===== config.mk =====
export PLATFORM = sky130hd
export DESIGN_NAME = uart_byte_fifo
export DESIGN_NICKNAME = d
export VERILOG_FILES = /design/src/rtl/uart_byte_fifo.sv
export SDC_FILE = /design/constraint.sdc
export NUM_CORES = 1
export LEC_CHECK = 0
export CORE_ASPECT_RATIO = 1.75
export CORE_MARGIN = 2
export CORE_UTILIZATION = 55
export DETAILED_ROUTE_END_ITERATION = 16
export PLACE_DENSITY_LB_ADDON = 0.15
export REMOVE_ABC_BUFFERS = 1
export SYNTH_ARGS = -nofsm -noshare
export SYNTH_HDL_FRONTEND = slang
export SYNTH_SLANG_ARGS = --single-unit

===== constraint.sdc =====
create_clock -name clk -period 4.7 [get_ports clk]
set_input_delay 0.47 -clock clk [delete_from_list [all_inputs] [get_ports clk]]
set_output_delay 0.47 -clock clk [all_outputs]
set_load 0.02 [all_outputs]

===== src/rtl/uart_byte_fifo.sv =====
// Synchronous FIFO used by the UART models to queue bytes.
// Ports:
//   clk, rst_n  - clock (rising edge), asynchronous active-low reset
//   push_i      - write wdata_i (ignored while full)
//   wdata_i     - write data
//   pop_i       - advance read pointer (ignored while empty)
//   rdata_o     - head entry, valid whenever empty_o is low
//   full_o      - level == DEPTH
//   empty_o     - level == 0
//   level_o     - number of entries held
module uart_byte_fifo #(
  parameter int unsigned DEPTH = 16,
  parameter int unsigned WIDTH = 8
) (
  input  logic                     clk,
  input  logic                     rst_n,
  input  logic                     push_i,
  input  logic [WIDTH-1:0]         wdata_i,
  input  logic                     pop_i,
  output logic [WIDTH-1:0]         rdata_o,
  output logic                     full_o,
  output logic                     empty_o,
  output logic [$clog2(DEPTH):0]   level_o
);

  localparam int unsigned PW = $clog2(DEPTH);
  localparam int unsigned LW = PW + 1;

  logic [WIDTH-1:0] mem_q [DEPTH];
  logic [PW-1:0]    wr_ptr_q;
  logic [PW-1:0]    rd_ptr_q;
  logic [LW-1:0]    level_q;
  logic             do_push;
  logic             do_pop;

  assign full_o  = (level_q == LW'(DEPTH));
  assign empty_o = (level_q == '0);
  assign do_push = push_i && !full_o;
  assign do_pop  = pop_i && !empty_o;
  assign rdata_o = mem_q[rd_ptr_q];
  assign level_o = level_q;

  // Pointers wrap naturally; the level is kept as its own up/down count.
  always_ff @(posedge clk or negedge rst_n) begin
    if (!rst_n) begin
      wr_ptr_q <= '0;
      rd_ptr_q <= '0;
      level_q  <= '0;
    end else begin
      if (do_push) wr_ptr_q <= wr_ptr_q + 1'b1;
      if (do_pop)  rd_ptr_q <= rd_ptr_q + 1'b1;
      if (do_push && !do_pop)      level_q <= level_q + 1'b1;
      else if (!do_push && do_pop) level_q <= level_q - 1'b1;
    end
  end

  always_ff @(posedge clk) begin
    if (do_push) mem_q[wr_ptr_q] <= wdata_i;
  end

endmodule


### Yosys cells after proc, flatten, opt, wreduce, memory -nomap -nowiden

Memories as Yosys holds them, arrays and structs flattened.
Cells that the tools add are included.

* reductions and logical operators: 10
* muxes and demuxes: 4
* $add $sub $neg: 4
* equality and inequality tests: 1

Operators by type and width (count)
* $mux 5: 2
* $add 4x1->4 const B: 2
* $add 5x1->5 const B: 1
* $eq 5x5->1 const B: 1
* $logic_not 5->1: 1
* $sub 5x1->5 const B: 1
* $logic_and 1x1->1: 4
* $logic_not 1->1: 4
* $mux 1: 2
* $reduce_bool 2->1: 1

* memories: 1
* bits in registers: 13
* output and inout bits: 15
* logic and storage cells: 23
* bits in writable memories: 128

Memories
* mem_q: depth 16, bits a word 8, rd ports 1, clocked after Yosys merged registers in 0, write ports 1, line 29 `logic [WIDTH-1:0] mem_q [DEPTH];`

### Logic depth before layout (Yosys ltp)

* depth after elaboration: 7
* gate-level depth with buffers: 10

### Worst setup path after synthesis

No wires, ideal clock.

* path type: register to register
* start: reg level_q[0], in the netlist level_o[0]
* end: reg level_q[4], in the netlist level_o[4]
* required time: 4.566 ns
* data arrival time: 2.621 ns
* cell stages (with the launch flop): 11
* setup slack: 1.945 ns
* path buffers: 0
* cell sequence: dfrtp_1 -> or4_4 -> o21a_4 -> inv_2 -> ha_1 -> inv_1 -> fa_1 -> a21o_1 -> a21oi_1 -> mux2i_1 -> xnor2_1

* word-level cells in the longest chain between the ends: 6
* elaborated cells between the ends (all ways): 15
* classes of those cells: 2 x add/sub; 1 x eq/ne; 2 x mux; 10 x reduce/logical

RTL lines
* start, declared: line 32 `logic [LW-1:0] level_q;`
* start signal, assigned: line 52 `if (do_push && !do_pop) level_q <= level_q + 1'b1;`
* start signal, assigned: line 53 `else if (!do_push && do_pop) level_q <= level_q - 1'b1;`
* branches (longest 6 deep; another with $sub 5x1->5)

Several ways; the timed one is not identified. The select of a mux whose other input is x is not followed.
A chain may end at the register's enable or synchronous reset.

### Final worst setup path

* start: reg rd_ptr_q[2]
* end: out rdata_o[3]

* word-level cells in the longest chain between the ends: 1

RTL lines
* start, declared: line 31 `logic [PW-1:0] rd_ptr_q;`
* start signal, assigned: line 51 `if (do_pop) rd_ptr_q <= rd_ptr_q + 1'b1;`
* $mem_v2 16x8
* end, declared: line 20 `output logic [WIDTH-1:0] rdata_o,`

No other way between the ends.

==> out/metrics.yaml <==
power.density_mw_per_mm2: 662
final.setup.worst_slack_ns: 1.25
reg2reg_depth: 10
grt_pass1_vias: 3046
routed_wl_um: 10800
syn_area_mm2: 0.00582
route.detailed.drc: 0
dr.first_iter.drc_count: 278
wl_per_cell_um: 21.6
clockPowerShare_pct: 30.0
grt_pass1_wl_um: 17000
fin_skew_ns: 0.00914
slew_violations: 0
avgSynthCellArea_um2: 18.1
synth_edf_count: 128
peakVddDrop_v: 0.000369
status: "finished, final reports clean"
tightest_slew_ns: 1.01
critPathMaxStageDelay_ns: 0.87
drv_cap: 0
switching_share_pct: 31.5
hpwl_um: 7140
num_rows: 49
ys.flop_type: "edfxtp_1"
dieArea_mm2: 0.0114
yosys_register_bits: 141
crit_buf_inv: 1
critPathArrivalTime_ns: 2.98
area_growth_pct: 16.8
power_frac_comb_pct: 31.6
setup_viol: 0
required_ns: 4.23
fmax_mhz: 290
start_kind: "register"
core_mm2: 0.0103
leakagePower_uw: 0.00237
place_ws_ns: 1.66
setup_tns_ns: 0
layout_worst_path_cycle_share_pct: 73.4
vias: 2932
async_reset_ff_share_pct: 9.22
crit_type: "register to primary output"
cpMaxStageDelayCell: "and2_1"
clock_latency_ns: 0.41
wl_met1_um: 4070
first_pass_iters: 4
ff2ff_setup_slack_ns: 1.80
cts_tree: "yes"
wl_met2_um: 6250
top_layer: "met4"
drive_gt1_share_pct: 18.9
crit_path_cell_trace: "and2_1, a221oi_1, a22oi_1, nand2_1, clkdlybuf4s50_1"
track_usage_pct: 20.8
vias_per_cell: 5.90
finalHoldViolations: 0
h-tree-depth: 4
multi_input_area_mm2: 0.00151
cts_max_path_buffers: 2
cpLargestDelayFamily: "simple AND/OR/NAND/NOR gates"
hp-class: "primary input to asynchronous set/reset pin"
dr_wl_met3_um: 320
die_h_um: 140
syn_inst: 322
slew_headroom_pct: 32.4
post-cts-setup-buffer-count: 0
synth_top_area_share_pct: 66.1
initial_core_util_pct: 56.5
cp.depth: 5
synth_top_cell_by_area: "edfxtp_1"
post_cts_resized: 0
p_sw_uw: 1420
diodes: 0
fin_crit_ns: 3.45
seq_area_mm2: 0.00417
grt_overflow: 0
yosys-top-cells-count: "edfxtp_1 (128), mux2i_1 (33), nand2_1 (20), mux4_2 (16), nor2_1 (15)"
cts_hold_buf: 0
rsz0062_at_grt: "no"
synth.most_common_cell: "edfxtp_1"
cts_made_buffers: 17
antenna_found_initial: 0
clockRootBuffer: "clkbuf_16"
grt_max_degree: 29
port_buffers: 26
antenna_left: 0
end_kind: "primary output"
power.internal_uw: 3080
synth.distinct_cells: 35
synthTopCellsByArea: "edfxtp_1 (66%), mux4_2 (6.2%), mux2i_1 (5.7%)"
ys_warn_count: 0
gp_congestion: 0.792
clk_pin_slew_worst_paths_ns: 0.06
n_fill_cell: 694
critical_path.max_fanout: 17
layout.nets: 379
seq_area_frac_synth_pct: 71.7
ioPinCount: 27
seq_power_share_pct: 38.4
die_w_um: 81.7
clkSinkCount: 141
[path summary, 6_finish.rpt]
kind                                  start     endpoint
worst max-delay path            rd_ptr_q[2]   rdata_o[3]
worst min-delay path                  rst_n  wr_ptr_q[0]
worst max register to register   level_o[0]   level_o[4]
worst min register to register   level_o[2]   level_o[2]
max in group asynchronous             rst_n  rd_ptr_q[0]
min in group clk                 level_o[2]   level_o[2]
[state kept, by name, summed over array words and instances, names as in the netlist]
signal    flops
rd_ptr_q      4
level_o       5
mem_q       128
wr_ptr_q      4
[metal layers]
layer,global-route usage (%),up-vias
li1,-,1341
met1,25.0,1523
met2,36.5,61
met3,4.70,7
met4,6.58,0
met5,0,-
[power groups by stage]
stage          registers [uW]  logic, uW  clock network, uW
2_1_floorplan            1790        885                  0
3_3_place_gp             1740       1400                  0
3_5_place_dp             1750       1420                  0
4_1_cts                  1730       1440               1360
5_1_grt                  1750       1540               1420
6_report                 1730       1420               1350
[metrics by stage]
stage               hold slack [ns]  utilization, %  cells  cell area [um^2]  total power [uW]
global placement              0.561            60.0    465              6180              3150
finish                        0.466            65.9    497              6790              4500
CTS                           0.486            65.9    497              6790              4530
global route                  0.516            65.9    497              6790              4710
floorplan                     0.174               -    305              5700              2670
detailed placement            0.571            60.0    465              6180              3170
[logic make-up after synthesis]
logic type	count (synthesis)	synth area share, %
xor+xnor	10	1.51
mux	50	12.1
flops	141	71.7
fa+ha+maj	10	2.28
simple gates	48	3.72
buf+inv	22	2.41
compound gates	41	6.35
[cell usage in the layout, fill, tap and decap left out, types with 8 or more instances in the layout]
cell             synthesis  layout
xnor2_1                  9       9
edfxtp_1               128     128
o21ai_0                 11      11
a221oi_2                10      10
nand2_1                 20      20
dfrtp_1                 13      12
clkbuf_16                0      17
mux2i_1                 33      33
clkdlybuf4s50_1          0      26
a22oi_1                  8       8
ha_1                     9       9
mux4_2                  16      16
nor2_1                  15      15
[area by class of cell]
type | instances | area share [%]
clock inverter | 11 | 2.06
timing repair buffer | 33 | 4.79
inverter | 5 | 0.276
clock buffer | 21 | 6.93
tap | 127 | 2.34
sequential | 141 | 61.4
multi-input combinational | 159 | 22.2
Power figures use the tool's default switching activity.
